<file path="src/rtl/lsu_axi_ctrl_if.sv">
// ============================================================================
// Module      : lsu_axi_ctrl_if
// Description : Single-beat AXI4 data-side bus between the load/store
//               sequencer (master) and the memory interconnect (slave).
// Revision    : 1.0  initial release
// ============================================================================
`timescale 1ns/1ps
`default_nettype none

interface lsu_axi_ctrl_if #(
  parameter int ADDR_W = 32
);
  // write address channel
  logic [ADDR_W-1:0] awaddr;
  logic [7:0]        awlen;
  logic [2:0]        awsize;
  logic [1:0]        awburst;
  logic              awvalid;
  logic              awready;
  // write data channel
  logic [31:0]       wdata;
  logic [3:0]        wstrb;
  logic              wlast;
  logic              wvalid;
  logic              wready;
  // write response channel
  logic [1:0]        bresp;
  logic              bvalid;
  logic              bready;
  // read address channel
  logic [ADDR_W-1:0] araddr;
  logic [7:0]        arlen;
  logic [2:0]        arsize;
  logic [1:0]        arburst;
  logic              arvalid;
  logic              arready;
  // read data channel
  logic [31:0]       rdata;
  logic [1:0]        rresp;
  logic              rvalid;
  logic              rready;

  modport master (
    output awaddr, awlen, awsize, awburst, awvalid,
    input  awready,
    output wdata, wstrb, wlast, wvalid,
    input  wready,
    input  bresp, bvalid,
    output bready,
    output araddr, arlen, arsize, arburst, arvalid,
    input  arready,
    input  rdata, rresp, rvalid,
    output rready
  );

  modport slave (
    input  awaddr, awlen, awsize, awburst, awvalid,
    output awready,
    input  wdata, wstrb, wlast, wvalid,
    output wready,
    output bresp, bvalid,
    input  bready,
    input  araddr, arlen, arsize, arburst, arvalid,
    output arready,
    output rdata, rresp, rvalid,
    input  rready
  );
endinterface

`default_nettype wire

</file>
<file path="src/rtl/lsu_axi_ctrl.sv">
// ============================================================================
// Module      : lsu_axi_ctrl
// Description : MEM-stage load/store sequencer. Aligns a decoded RV32I memory
//               request onto a 32-bit AXI4 bus, runs one single-beat
//               transaction, stalls the pipeline meanwhile and returns
//               extended load data.
// Revision    : 1.0  initial release
// ============================================================================
`timescale 1ns/1ps
`default_nettype none

module lsu_axi_ctrl #(
  parameter int ADDR_W = 32
) (
  input  wire logic              clk,
  input  wire logic              rst_n,
  input  wire logic              req_valid,
  input  wire logic              req_read,
  input  wire logic              req_write,
  input  wire logic [2:0]        req_funct3,
  input  wire logic [3:0]        req_strb,
  input  wire logic [ADDR_W-1:0] req_addr,
  input  wire logic [31:0]       req_wdata,
  output logic                   stall,
  output logic                   done,
  output logic [31:0]            rdata_out,
  output logic                   err,
  lsu_axi_ctrl_if.master         axi
);

  typedef enum logic [2:0] {
    S_IDLE    = 3'd0,
    S_RD_AR   = 3'd1,
    S_RD_R    = 3'd2,
    S_WR_AW_W = 3'd3,
    S_WR_B    = 3'd4,
    S_DONE    = 3'd5
  } state_t;

  state_t             r_state;
  state_t             w_state_nxt;

  logic [ADDR_W-1:0]  r_addr;
  logic [31:0]        r_wdata;
  logic [3:0]         r_wstrb;
  logic [2:0]         r_funct3;
  logic [1:0]         r_off;
  logic               r_aw_done;
  logic               r_w_done;
  logic               r_resp_err;
  logic [31:0]        r_rdata_out;

  logic               w_mem;
  logic               w_misal;
  logic               w_start;
  logic               w_aw_hs;
  logic               w_w_hs;
  logic               w_b_hs;
  logic               w_ar_hs;
  logic               w_r_hs;
  logic               w_awvalid;
  logic               w_wvalid;
  logic               w_arvalid;
  logic               w_rready;
  logic               w_bready;
  logic [31:0]        w_shift;
  logic [31:0]        w_load_ext;

  // funct3[1] marks a word access, funct3[1:0]==01 a halfword access
  assign w_mem   = req_valid & (req_read | req_write);
  assign w_misal = (req_funct3[1] & (|req_addr[1:0])) |
                   ((req_funct3[1:0] == 2'b01) & req_addr[0]);
  assign w_start = (r_state == S_IDLE) & w_mem & ~w_misal;

  assign w_aw_hs = w_awvalid & axi.awready;
  assign w_w_hs  = w_wvalid  & axi.wready;
  assign w_b_hs  = w_bready  & axi.bvalid;
  assign w_ar_hs = w_arvalid & axi.arready;
  assign w_r_hs  = w_rready  & axi.rvalid;

  // state register; reset returns to IDLE with every valid low
  always_ff @(posedge clk or negedge rst_n) begin
    if (!rst_n) begin
      r_state <= S_IDLE;
    end else begin
      r_state <= w_state_nxt;
    end
  end

  // next-state decode plus handshake and pipeline control outputs
  always_comb begin
    w_state_nxt = r_state;
    w_awvalid   = 1'b0;
    w_wvalid    = 1'b0;
    w_arvalid   = 1'b0;
    w_rready    = 1'b0;
    w_bready    = 1'b0;
    stall       = w_start;
    done        = 1'b0;
    err         = 1'b0;
    case (r_state)
      S_IDLE: begin
        // misaligned access is reported and dropped without touching the bus
        err = w_mem & w_misal;
        if (w_start) begin
          w_state_nxt = req_read ? S_RD_AR : S_WR_AW_W;
        end
      end
      S_RD_AR: begin
        w_arvalid = 1'b1;
        stall     = 1'b1;
        if (axi.arready) begin
          w_state_nxt = S_RD_R;
        end
      end
      S_RD_R: begin
        w_rready = 1'b1;
        stall    = 1'b1;
        if (axi.rvalid) begin
          w_state_nxt = S_DONE;
        end
      end
      S_WR_AW_W: begin
        // AW and W retire independently; leave once both have handshaken
        w_awvalid = ~r_aw_done;
        w_wvalid  = ~r_w_done;
        stall     = 1'b1;
        if ((r_aw_done | w_aw_hs) & (r_w_done | w_w_hs)) begin
          w_state_nxt = S_WR_B;
        end
      end
      S_WR_B: begin
        w_bready = 1'b1;
        stall    = 1'b1;
        if (axi.bvalid) begin
          w_state_nxt = S_DONE;
        end
      end
      S_DONE: begin
        done        = 1'b1;
        err         = r_resp_err;
        w_state_nxt = S_IDLE;
      end
      default: begin
        w_state_nxt = S_IDLE;
      end
    endcase
  end

  // move the addressed byte/half down to bit 0, then extend by funct3
  always_comb begin
    w_shift = axi.rdata >> {r_off, 3'b000};
    case (r_funct3)
      3'b000:  w_load_ext = {{24{w_shift[7]}}, w_shift[7:0]};
      3'b100:  w_load_ext = {24'd0, w_shift[7:0]};
      3'b001:  w_load_ext = {{16{w_shift[15]}}, w_shift[15:0]};
      3'b101:  w_load_ext = {16'd0, w_shift[15:0]};
      default: w_load_ext = w_shift;
    endcase
  end

  // request latch at start, channel-done flags and response capture
  always_ff @(posedge clk or negedge rst_n) begin
    if (!rst_n) begin
      r_addr      <= '0;
      r_wdata     <= '0;
      r_wstrb     <= '0;
      r_funct3    <= '0;
      r_off       <= '0;
      r_aw_done   <= 1'b0;
      r_w_done    <= 1'b0;
      r_resp_err  <= 1'b0;
      r_rdata_out <= '0;
    end else begin
      if (w_start) begin
        r_addr     <= {req_addr[ADDR_W-1:2], 2'b00};
        r_wstrb    <= req_strb << req_addr[1:0];
        r_wdata    <= req_wdata << {req_addr[1:0], 3'b000};
        r_funct3   <= req_funct3;
        r_off      <= req_addr[1:0];
        r_aw_done  <= 1'b0;
        r_w_done   <= 1'b0;
        r_resp_err <= 1'b0;
      end
      if (w_aw_hs) begin
        r_aw_done <= 1'b1;
      end
      if (w_w_hs) begin
        r_w_done <= 1'b1;
      end
      if (w_r_hs) begin
        r_resp_err  <= |axi.rresp;
        r_rdata_out <= (|axi.rresp) ? 32'd0 : w_load_ext;
      end
      if (w_b_hs) begin
        r_resp_err <= |axi.bresp;
      end
    end
  end

  assign rdata_out   = r_rdata_out;

  assign axi.awaddr  = r_addr;
  assign axi.awlen   = 8'd0;
  assign axi.awsize  = 3'b010;
  assign axi.awburst = 2'b01;
  assign axi.awvalid = w_awvalid;
  assign axi.wdata   = r_wdata;
  assign axi.wstrb   = r_wstrb;
  assign axi.wlast   = 1'b1;
  assign axi.wvalid  = w_wvalid;
  assign axi.bready  = w_bready;
  assign axi.araddr  = r_addr;
  assign axi.arlen   = 8'd0;
  assign axi.arsize  = 3'b010;
  assign axi.arburst = 2'b01;
  assign axi.arvalid = w_arvalid;
  assign axi.rready  = w_rready;

endmodule

`default_nettype wire

</file>
<file path="src/flat_wrapper.sv">
// flat-port wrapper written by rule: the top's interface ports become plain ports
module lsu_axi_ctrl_flat 
#(
  parameter int ADDR_W = 32
)
  (clk, rst_n, req_valid, req_read, req_write, req_funct3, req_strb, req_addr, req_wdata, stall, done, rdata_out, err, axi_awaddr, axi_awlen, axi_awsize, axi_awburst, axi_awvalid, axi_awready, axi_wdata, axi_wstrb, axi_wlast, axi_wvalid, axi_wready, axi_bresp, axi_bvalid, axi_bready, axi_araddr, axi_arlen, axi_arsize, axi_arburst, axi_arvalid, axi_arready, axi_rdata, axi_rresp, axi_rvalid, axi_rready);
  lsu_axi_ctrl_if #(.ADDR_W(ADDR_W)) axi_i ();
  input  wire logic clk;
  input  wire logic rst_n;
  input  wire logic req_valid;
  input  wire logic req_read;
  input  wire logic req_write;
  input  wire logic [2:0] req_funct3;
  input  wire logic [3:0] req_strb;
  input  wire logic [ADDR_W-1:0] req_addr;
  input  wire logic [31:0] req_wdata;
  output logic stall;
  output logic done;
  output logic [31:0] rdata_out;
  output logic err;
  output wire logic [$bits(axi_i.awaddr)-1:0] axi_awaddr;
  output wire logic [$bits(axi_i.awlen)-1:0] axi_awlen;
  output wire logic [$bits(axi_i.awsize)-1:0] axi_awsize;
  output wire logic [$bits(axi_i.awburst)-1:0] axi_awburst;
  output wire logic [$bits(axi_i.awvalid)-1:0] axi_awvalid;
  input wire logic [$bits(axi_i.awready)-1:0] axi_awready;
  output wire logic [$bits(axi_i.wdata)-1:0] axi_wdata;
  output wire logic [$bits(axi_i.wstrb)-1:0] axi_wstrb;
  output wire logic [$bits(axi_i.wlast)-1:0] axi_wlast;
  output wire logic [$bits(axi_i.wvalid)-1:0] axi_wvalid;
  input wire logic [$bits(axi_i.wready)-1:0] axi_wready;
  input wire logic [$bits(axi_i.bresp)-1:0] axi_bresp;
  input wire logic [$bits(axi_i.bvalid)-1:0] axi_bvalid;
  output wire logic [$bits(axi_i.bready)-1:0] axi_bready;
  output wire logic [$bits(axi_i.araddr)-1:0] axi_araddr;
  output wire logic [$bits(axi_i.arlen)-1:0] axi_arlen;
  output wire logic [$bits(axi_i.arsize)-1:0] axi_arsize;
  output wire logic [$bits(axi_i.arburst)-1:0] axi_arburst;
  output wire logic [$bits(axi_i.arvalid)-1:0] axi_arvalid;
  input wire logic [$bits(axi_i.arready)-1:0] axi_arready;
  input wire logic [$bits(axi_i.rdata)-1:0] axi_rdata;
  input wire logic [$bits(axi_i.rresp)-1:0] axi_rresp;
  input wire logic [$bits(axi_i.rvalid)-1:0] axi_rvalid;
  output wire logic [$bits(axi_i.rready)-1:0] axi_rready;
  assign axi_awaddr = axi_i.awaddr;
  assign axi_awlen = axi_i.awlen;
  assign axi_awsize = axi_i.awsize;
  assign axi_awburst = axi_i.awburst;
  assign axi_awvalid = axi_i.awvalid;
  assign axi_i.awready = axi_awready;
  assign axi_wdata = axi_i.wdata;
  assign axi_wstrb = axi_i.wstrb;
  assign axi_wlast = axi_i.wlast;
  assign axi_wvalid = axi_i.wvalid;
  assign axi_i.wready = axi_wready;
  assign axi_i.bresp = axi_bresp;
  assign axi_i.bvalid = axi_bvalid;
  assign axi_bready = axi_i.bready;
  assign axi_araddr = axi_i.araddr;
  assign axi_arlen = axi_i.arlen;
  assign axi_arsize = axi_i.arsize;
  assign axi_arburst = axi_i.arburst;
  assign axi_arvalid = axi_i.arvalid;
  assign axi_i.arready = axi_arready;
  assign axi_i.rdata = axi_rdata;
  assign axi_i.rresp = axi_rresp;
  assign axi_i.rvalid = axi_rvalid;
  assign axi_rready = axi_i.rready;
  lsu_axi_ctrl #(.ADDR_W(ADDR_W)) u_core (.clk(clk), .rst_n(rst_n), .req_valid(req_valid), .req_read(req_read), .req_write(req_write), .req_funct3(req_funct3), .req_strb(req_strb), .req_addr(req_addr), .req_wdata(req_wdata), .stall(stall), .done(done), .rdata_out(rdata_out), .err(err), .axi(axi_i));
endmodule
</file>
<file path="config.mk">
export PLATFORM = sky130hd
export DESIGN_NAME = lsu_axi_ctrl_flat
export DESIGN_NICKNAME = d
export VERILOG_FILES = /design/src/rtl/lsu_axi_ctrl_if.sv /design/src/rtl/lsu_axi_ctrl.sv /design/src/flat_wrapper.sv
export SDC_FILE = /design/constraint.sdc
export NUM_CORES = 1
export LEC_CHECK = 0
export ABC_AREA = 1
export BUFFER_PORTS_ARGS = -buffer_cell sky130_fd_sc_hd__buf_4
export CORE_MARGIN = 5
export CORE_UTILIZATION = 51
export DETAILED_ROUTE_END_ITERATION = 6
export PLACE_DENSITY = 0.87
export SYNTH_ARGS = -nofsm -noshare
export SYNTH_HDL_FRONTEND = slang
export SYNTH_SLANG_ARGS = --single-unit
</file>
<file path="constraint.sdc">
create_clock -name clk -period 2.4 [get_ports clk]
set_input_delay 0.24 -clock clk [delete_from_list [all_inputs] [get_ports clk]]
set_output_delay 0.24 -clock clk [all_outputs]
set_load 0.03 [all_outputs]
</file>
==> impl_metrics.py <==
metrics = {
    "timing": {
        "clock_skew_ns": 0.00916,
        "hold_viol": 0,
        "fmax_mhz": 496,
        "finalMaxSlewViolations": 0,
        "final.min_clock_period_ns": 2.02,
        "setup_viol": 0,
        "fin_crit_sh_pct": 84.0,
        "rsz0062_at_grt": "no",
        "fin_setup_tns_ns": 0,
        "max_slew_margin_pct": 63.1,
        "worst_pin_slew_ns": 0.554,
    },
    "min_path": {
        "hp-class": "input port to register",
    },
    "worst_setup_path": {
        "cp-start-kind": "register",
        "critPathCaptureType": "output port",
        "critPathMaxFanout": 30,
        "critPathKind": "register to output port",
        "critPathArrivalTime_ns": 1.78,
        "crit_required_ns": 2.16,
    },
    "die": {
        "ios": 284,
        "die_w_microns": 119,
        "die_h_microns": 119,
        "rows": 39,
        "fp.dieArea_sq_um": 14100,
        "initial_core_util_pct": 52.4,
        "design.core.area_sq_um": 11500,
    },
    "power_and_ir_drop": {
        "finalPower_mw": 11.1,
        "peakVddDrop_uv": 1010,
        "p_leak_nw": 4.56,
        "powerDensity_nw_per_um2": 1410,
    },
    "drt": {
        "dr.pass1.iters": 6,
        "ant_nets": 0,
        "finalWirelength_microns": 18400,
        "detail_route.iter0.violations": 626,
        "drc": 0,
        "vias_per_cell": 5.04,
        "vias": 5932,
        "wl_per_cell_microns": 15.7,
    },
    "synthesis": {
        "synthCells": 830,
        "yosysTopAreaCell": "dfrtp_1",
        "synth-seq-cells": 109,
        "syn_area_sq_um": 6040,
        "seq_area_frac_synth_pct": 45.2,
        "avgSynthCellArea_sq_um": 7.27,
        "synthTopCellsByArea": "dfrtp_1 45%, nand2_1 25%, buf_4 9.2%, nand3_1 5.6%, o21ai_0 5.3%",
        "synthDistinctLibCells": 29,
        "yosysTopAreaCellShare_pct": 45.2,
        "synth_warnings": 0,
    },
    "placement": {
        "placed_area_sq_um": 7610,
        "dp_hpwl_microns": 14100,
        "dp_cells": 1160,
        "numPortBuffers": 252,
        "gp_congestion": 0.953,
    },
    "clocking": {
        "cts-resized-gates": 0,
        "cts_buffer_depth": 2,
        "cts_root_buffer": "clkbuf_16",
        "clkTransAtPathRegs_ns": 0.08,
        "cts_tree": "built",
        "insertion_delay_ns": 0.35,
        "htreeDepth": 3,
        "numCtsBuffers": 9,
        "clkSinkCount": 109,
    },
    "grt": {
        "grt.total_usage_pct": 25.7,
        "globalRoute.totalOverflow": 0,
        "grt_pass1_wl_microns": 29300,
        "antenna_found_initial": 0,
        "grt_max_degree": 58,
        "grt_pass1_vias": 5714,
    },
    "status": {
        "status": "finished clean",
    },
    "cells_and_area": {
        "antenna_cells": 0,
        "layout.nets": 1146,
        "final_cells": 1176,
        "layout_commonest_cell": "nand2_1",
        "final_cell_area_sq_um": 7910,
        "final_cell_mix": "395 x nand2_1, 261 x buf_4, 109 x dfrtp_1",
        "area_growth_pct": 31.0,
        "drive_gt1_share_pct": 28.9,
    },
    "job": {
        "drv_cap": 0,
    },
}
[synthesized netlist by cell type]
master,count
nand3_1,67
nor2_4,3
nor2_2,1
buf_1,1
nor2_1,20
o21ai_1,7
a31oi_1,1
mux2i_1,1
nand3_2,2
buf_6,4
dfrtp_1,109
clkinv_4,1
buf_2,8
a21oi_2,1
or2_2,1
nor3_1,2
inv_1,22
buf_4,74
nand3b_1,1
nand2_2,2
o21ai_0,64
nand4_1,1
conb_1,2
clkbuf_1,18
nand2_1,395
inv_2,7
a21oi_1,11
o31ai_1,1
nand2_4,3
[final cells by class]
| cell class | count | area, sq um |
|---|---|---|
| Multi-Input combinational cell | 615 | 2590 |
| Clock inverter | 6 | 60.1 |
| Tap cell | 143 | 179 |
| Fill cell | 978 | 3610 |
| Inverter | 30 | 118 |
| Timing Repair Buffer | 264 | 2010 |
| Clock buffer | 9 | 225 |
| Sequential cell | 109 | 2730 |
[cells by family (layout without fill, tap and decap cells)]
kind of cell	count (synthesis)	in the layout	synth area share (%)
DFF	109	109	45.2
AOI/OAI and AO/OA	85	85	7.17
and+or+nand+nor	498	498	33.6
buffers and inverters	135	309	13.7
muxes	1	1	0.166
other	2	31	0.124
[power breakdown]
part	internal, mW	switching, mW
registers	2.67	0.717
clock network	0.721	0.719
logic	2.16	4.14
[registers in the layout, indices dropped and copies added (netlist names)]
register / flops
u_core.rdata_out: 32
u_core.r_off: 2
u_core.axi.araddr: 30
u_core.axi.wdata: 32
u_core.r_funct3: 3
u_core.r_resp_err: 1
u_core.r_w_done: 1
u_core.r_state: 3
u_core.r_aw_done: 1
u_core.axi.wstrb: 4
[through the flow]
stage / setup WS, ns / hold slack (ns) / utilization, %
after floorplan: 0.507 / -0.0556 / -
after global placement: 0.562 / 0.140 / 66.1
after detailed placement: 0.484 / 0.143 / 66.1
after CTS: 0.364 / 0.0727 / 68.7
after global routing: 0.216 / 0.0732 / 68.7
final: 0.384 / 0.0802 / 68.7
[per-layer routing]
layer,up-vias,part of all wire [%],track usage [%]
met4,0,1.4,5.94
met2,262,51,44.4
met5,-,0,0
li1,2911,-,-
met1,2731,39,31.3
met3,28,9.4,8.17
[worst max-delay path, stage by stage, from the launching register on]
cell and delay, ns:
dfrtp_1 0.48, nor2_4 0.16, nand2_2 0.12, nor2_4 0.14
nand2_4 0.20, o21ai_0 0.15, buf_4 0.19
[final timing paths]
| check | from | end | slack (ns) | cells past startpoint |
|---|---|---|---|---|
| worst max-delay path | u_core.r_state[0] | stall | 0.38 | 6 |
| worst max register to register | u_core.r_state[0] | u_core.axi.araddr[31] | 0.48 | 8 |
| max in group asynchronous | rst_n | u_core.axi.araddr[30] | 1.45 | 3 |
| min in group asynchronous | rst_n | u_core.rdata_out[11] | 0.32 | 2 |
| worst min-delay path | req_addr[21] | u_core.axi.araddr[21] | 0.08 | 3 |
| worst min register to register | u_core.rdata_out[13] | u_core.rdata_out[13] | 0.48 | 2 |
[timing repair]
action / in CTS / in global routing
buffers inserted: 0 / 0
endpoints found under the hold margin: 18 / 0
hold buffers: 1 / 0
(Power assumes the default switching activity.)
